--- config.mk ---
export PLATFORM = sky130hd
export DESIGN_NAME = tetris_cmd_arbiter
export DESIGN_NICKNAME = d
export VERILOG_FILES = /design/src/rtl/tetris_cmd_arbiter.sv
export SDC_FILE = /design/constraint.sdc
export NUM_CORES = 1
export LEC_CHECK = 0
export CAP_MARGIN = 40
export CORE_MARGIN = 8
export CORE_UTILIZATION = 40
export DETAILED_ROUTE_END_ITERATION = 6
export HOLD_SLACK_MARGIN = 0.05
export PLACE_DENSITY = 0.57
export SLEW_MARGIN = 5
export SYNTH_ARGS = -nofsm -noshare
export SYNTH_HDL_FRONTEND = slang
export SYNTH_SLANG_ARGS = --single-unit
--- constraint.sdc ---
create_clock -name clk -period 6.6 [get_ports clk]
set_input_delay 1.65 -clock clk [delete_from_list [all_inputs] [get_ports clk]]
set_output_delay 1.65 -clock clk [all_outputs]
set_load 0.005 [all_outputs]
--- src/rtl/tetris_cmd_arbiter.sv ---
// Command front-end for tetris_2048_core: synchronizes and debounces the buttons,
// runs the gravity timer and turns requests into single-cycle command pulses.
module tetris_cmd_arbiter #(
  parameter int DB_CYCLES   = 1_000_000,
  parameter int DROP_CYCLES = 300_000_000
) (
  input  logic clk,
  input  logic rst,
  input  logic btn_l_raw,
  input  logic btn_r_raw,
  input  logic btn_drop_raw,
  input  logic auto_en,
  input  logic core_ready,
  input  logic game_over,
  output logic cmd_l,
  output logic cmd_r,
  output logic cmd_drop,
  output logic drop_src,
  output logic busy
);

  localparam int DBW = $clog2(DB_CYCLES + 1);
  localparam int TW  = $clog2(DROP_CYCLES + 1);
  localparam logic [DBW-1:0] DB_LAST   = DBW'(DB_CYCLES - 1);
  localparam logic [TW-1:0]  DROP_LAST = TW'(DROP_CYCLES - 1);

  typedef enum logic [1:0] {
    IDLE,
    GAP,
    WAIT_BUSY,
    WAIT_READY
  } state_t;

  state_t state;

  // Button vectors are ordered {drop, right, left}.
  logic [2:0]     raw;
  logic [2:0]     sync_p0;
  logic [2:0]     sync_p1;
  logic [2:0]     stable;
  logic [2:0]     stable_d;
  logic [2:0]     rise;
  logic [2:0]     pend;
  logic [2:0]     pend_clr;
  logic [DBW-1:0] db_cnt [3];

  logic           auto_pend;
  logic [TW-1:0]  timer;
  logic           timer_run;
  logic           timer_hit;

  logic           grant_user;
  logic           grant_auto;
  logic           grant_drop;
  logic           grant_l;
  logic           grant_r;

  assign raw = {btn_drop_raw, btn_r_raw, btn_l_raw};

  // Stage p0/p1: two-flop synchronizer, then per-button debounce
  always_ff @(posedge clk) begin
    if (rst) begin
      sync_p0  <= '0;
      sync_p1  <= '0;
      stable   <= '0;
      stable_d <= '0;
      for (int i = 0; i < 3; i++) begin
        db_cnt[i] <= '0;
      end
    end else begin
      sync_p0  <= raw;
      sync_p1  <= sync_p0;
      stable_d <= stable;
      for (int i = 0; i < 3; i++) begin
        if (sync_p1[i] == stable[i]) begin
          db_cnt[i] <= '0;
        end else if (db_cnt[i] == DB_LAST) begin
          stable[i] <= sync_p1[i];
          db_cnt[i] <= '0;
        end else begin
          db_cnt[i] <= db_cnt[i] + DBW'(1);
        end
      end
    end
  end

  assign rise      = stable & ~stable_d;
  assign timer_run = auto_en & core_ready & ~game_over & (state == IDLE);
  assign timer_hit = timer_run & (timer == DROP_LAST);

  always_comb begin
    grant_user = 1'b0;
    grant_auto = 1'b0;
    grant_l    = 1'b0;
    grant_r    = 1'b0;
    if ((state == IDLE) && core_ready && !game_over) begin
      if (pend[2]) begin
        grant_user = 1'b1;
      end else if (auto_pend) begin
        grant_auto = 1'b1;
      end else if (pend[0]) begin
        grant_l = 1'b1;
      end else if (pend[1]) begin
        grant_r = 1'b1;
      end
    end
  end

  assign grant_drop = grant_user | grant_auto;
  // A drop discards every queued move; a move only retires its own flag.
  assign pend_clr   = grant_drop ? 3'b111 : {1'b0, grant_r, grant_l};

  // Stage p2: pending flags, gravity timer, arbitration FSM and output register
  always_ff @(posedge clk) begin
    if (rst) begin
      state     <= IDLE;
      pend      <= '0;
      auto_pend <= 1'b0;
      timer     <= '0;
      cmd_l     <= 1'b0;
      cmd_r     <= 1'b0;
      cmd_drop  <= 1'b0;
      drop_src  <= 1'b0;
      busy      <= 1'b0;
    end else begin
      cmd_l    <= 1'b0;
      cmd_r    <= 1'b0;
      cmd_drop <= 1'b0;
      if (game_over) begin
        state     <= IDLE;
        busy      <= 1'b0;
        pend      <= '0;
        auto_pend <= 1'b0;
        timer     <= '0;
      end else begin
        if (!timer_run || timer_hit || grant_drop) begin
          timer <= '0;
        end else begin
          timer <= timer + TW'(1);
        end
        // New edges are ORed in after the clear so a same-cycle set survives.
        pend      <= (pend & ~pend_clr) | rise;
        auto_pend <= (auto_pend & ~grant_drop) | timer_hit;

        case (state)
          IDLE: begin
            if (grant_drop) begin
              cmd_drop <= 1'b1;
              drop_src <= grant_auto;
              state    <= WAIT_BUSY;
              busy     <= 1'b1;
            end else if (grant_l) begin
              cmd_l <= 1'b1;
              state <= GAP;
              busy  <= 1'b1;
            end else if (grant_r) begin
              cmd_r <= 1'b1;
              state <= GAP;
              busy  <= 1'b1;
            end
          end
          GAP: begin
            state <= IDLE;
            busy  <= 1'b0;
          end
          WAIT_BUSY: begin
            if (!core_ready) begin
              state <= WAIT_READY;
            end
          end
          WAIT_READY: begin
            if (core_ready) begin
              state <= IDLE;
              busy  <= 1'b0;
            end
          end
          default: begin
            state <= IDLE;
            busy  <= 1'b0;
          end
        endcase
      end
    end
  end

endmodule

==> results.sh <==
export IMPL_status="completed"
export IMPL_drc_errors=0
export IMPL_fin_crit_sh_pct=55.6
export IMPL_die_height_um=132
export IMPL_relSlewSlack_pct=45.2
export IMPL_cp_data_arrival_time_ns=3.96
export IMPL_dr_pass1_iters=4
export IMPL_post_cts_buffers=0
export IMPL_cts_resized=0
export IMPL_required_ns=6.90
export IMPL_tightestPinTransition_ns=0.814
export IMPL_h_tree_depth=3
export IMPL_cts_tree="done"
export IMPL_placed_cell_area_um2=5880
export IMPL_synth_top_cell_by_area="edfxtp_1"
export IMPL_worstSkewPairLatency_ns=0.35
export IMPL_numPortBuffers=12
export IMPL_worstHoldPathType="reg2reg"
export IMPL_rows=42
export IMPL_reg2reg_from="db_cnt[1][0]$_SDFFCE_PN0P_"
export IMPL_clock_fmax_ghz=0.273
export IMPL_yosys_top_cells_count="nor2_1, edfxtp_1, dfxtp_1"
export IMPL_p_total_w=0.00137
export IMPL_antenna_found_initial=0
export IMPL_ys_seq_area_share_pct=52.9
export IMPL_worst_path_max_delay_cell="or4b_1"
export IMPL_path_cells="clkdlybuf4s50_1 -> or4b_1 -> nor3_4 -> nand3_4 -> or2_1 -> buf_8 -> nor2_1"
export IMPL_cts_sinks=112
export IMPL_drtIter0Drc=309
export IMPL_coreArea_um2=13200
export IMPL_drv_slew=0
export IMPL_crit_path_max_fanout=13
export IMPL_grt_usage_pct=11.6
export IMPL_area_growth_pct=15.0
export IMPL_fin_area_um2=6180
export IMPL_yosysTopAreaCellShare_pct=33.5
export IMPL_grt_max_degree=21
export IMPL_grt_overflow_total=0
export IMPL_diodes=0
export IMPL_path_clk_slew_ns=0.08
export IMPL_powerDensity_nw_per_um2=222
export IMPL_wl_um=9730
export IMPL_nets=620
export IMPL_r2r_slack_ns=4.12
export IMPL_cpPeakStageDelay_ns=0.61
export IMPL_vias=3746
export IMPL_grt_pass1_vias=3562
export IMPL_syn_inst=538
export IMPL_viasPerCell=4.75
export IMPL_ir_drop_mv=0.0967
export IMPL_start_util_pct=40.7
export IMPL_critPathLaunchType="input port"
export IMPL_synthArstFlopShare_pct=0
export IMPL_num_io_pins=13
export IMPL_synth_distinct_cells=44
export IMPL_worstRegToRegCells=6
export IMPL_period_minus_slack_ns=3.67
export IMPL_dieWidth_um=132
export IMPL_worst_setup_path_type="in2reg"
export IMPL_ant_nets=0
export IMPL_grt_pass1_wl_um=16600
export IMPL_clock_path_buffers=2
export IMPL_setup_violations=0
export IMPL_finalHoldViolations=0
export IMPL_syn_area_um2=5370
export IMPL_wl_per_cell_um=12.3
export IMPL_leakagePower_nw=2.05
export IMPL_synth_flop_cell="edfxtp_1"
export IMPL_synth_edf_count=60
export IMPL_ctsHoldBuffers=0
export IMPL_reg2reg_to="db_cnt[1][10]$_SDFFCE_PN0P_"
export IMPL_max_cap_viol_count=0
export IMPL_ctsRootBufferMaster="clkbuf_16"
export IMPL_ys_warn_count=0
export IMPL_syn_avg_cell_area_um2=9.99
export IMPL_gp_congestion=0.834
export IMPL_synth_most_common_cell="nor2_1"
export IMPL_fin_tns_setup_ns=0
export IMPL_cp_end_kind="flip-flop"
export IMPL_hpwlAfterDp_um=6880
export IMPL_rsz0062_at_grt="false"
export IMPL_holdPathStages=1
export IMPL_holdPathEnd="sync_p1[0]$_SDFF_PP0_"
export IMPL_drive_above_1_share_pct=5.71
export IMPL_skew_ns=0.00600
export IMPL_numCtsBuffers=9
export IMPL_worstHoldStart="sync_p0[0]$_SDFF_PP0_"
export IMPL_synthTopCellsByArea="edfxtp_1, dfxtp_1, xor2_1, nor2_1, xnor2_1"
export IMPL_fp_dieArea_um2=17400
export IMPL_ys_ff_latch=112
per-layer routing:
layer | track usage (%) | routed length [um]
met1 | 15.2 | 4990
met2 | 17.4 | 4380
met3 | 3.09 | 280
met4 | 5.17 | 80
met5 | 0 | 0
placed cells by master, fill, tap and decap left out, types with 3 or more instances in the layout:
cell type        count
and4_1              11
nor2_2              10
nor2b_1             12
o21ai_0              5
conb_1              60
nand3_1             33
xnor2_1             36
edfxtp_1            60
and2_1               5
mux2i_1              3
and3_1              12
or3_1                4
nand4_1             15
xor2_1              42
dfxtp_1             52
nor4b_1              3
nor3_1              13
a21oi_1             17
nand2_1             41
ha_1                 4
clkbuf_16            9
nor2_1              96
clkdlybuf4s50_1     12
nor4_1              14
inv_1                9
through the flow:
step                worst slack, ns  utilization (%)  hold slack, ns  instances
CTS                            2.92             46.9           0.436        789
global route                   2.79             46.9           0.444        789
detailed placement             2.55             44.6           0.422        773
global placement               2.50             44.4           0.418        771
floorplan                      3.39                -           0.414        597
finish                         2.93             46.9           0.434        789
critical path: cells and delay by family:
kind / cells / cell delay (ns)
AND/OR/NAND/NOR: 5 / 1.56
buffers and inverters: 2 / 0.75
where the power goes:
part           internal, W  leakage (nW)  switching [W]  total (W)
logic            0.0000188         0.869      0.0000250  0.0000438
registers         0.000750          1.04      0.0000171   0.000767
clock network     0.000298         0.143       0.000264   0.000562
total              0.00107          2.05       0.000306    0.00137
state kept, by name (all words and copies together) (netlist names):
signal     count
busy           1
stable         3
cmd_r          1
timer         29
auto_pend      1
stable_d       3
drop_src       1
db_cnt        60
state          2
cmd_drop       1
cmd_l          1
sync_p1        3
sync_p0        3
pend           3
final cells by class:
cell class | instances | area, um2
fillers | 1286 | 7010
well taps | 176 | 220
multi-input cells | 461 | 2630
repair buffers | 15 | 146
clock buffers | 9 | 225
flip-flops and latches | 112 | 2840
clock inverters | 7 | 77.6
inverters | 9 | 33.8
worst max path at each step:
stage,end,slack (ns),start
detailed placement,timer[9]$_SDFF_PP0_,2.55,core_ready
finish,timer[9]$_SDFF_PP0_,2.93,core_ready
global placement,timer[24]$_SDFF_PP0_,2.50,core_ready
floorplan,timer[28]$_SDFF_PP0_,3.39,game_over
global route,timer[9]$_SDFF_PP0_,2.79,core_ready
CTS,timer[9]$_SDFF_PP0_,2.92,core_ready
kinds of logic after synthesis:
family | synth area share [%]
and+or+nand+nor | 28.0
DFF | 52.9
xor gates and xnor gates | 12.7
AOI/OAI and AO/OA | 2.61
buffers and inverters | 2.19
adders and majority gates | 0.932
muxes | 0.559
other | 0.0698
(Power assumes the default switching activity.)
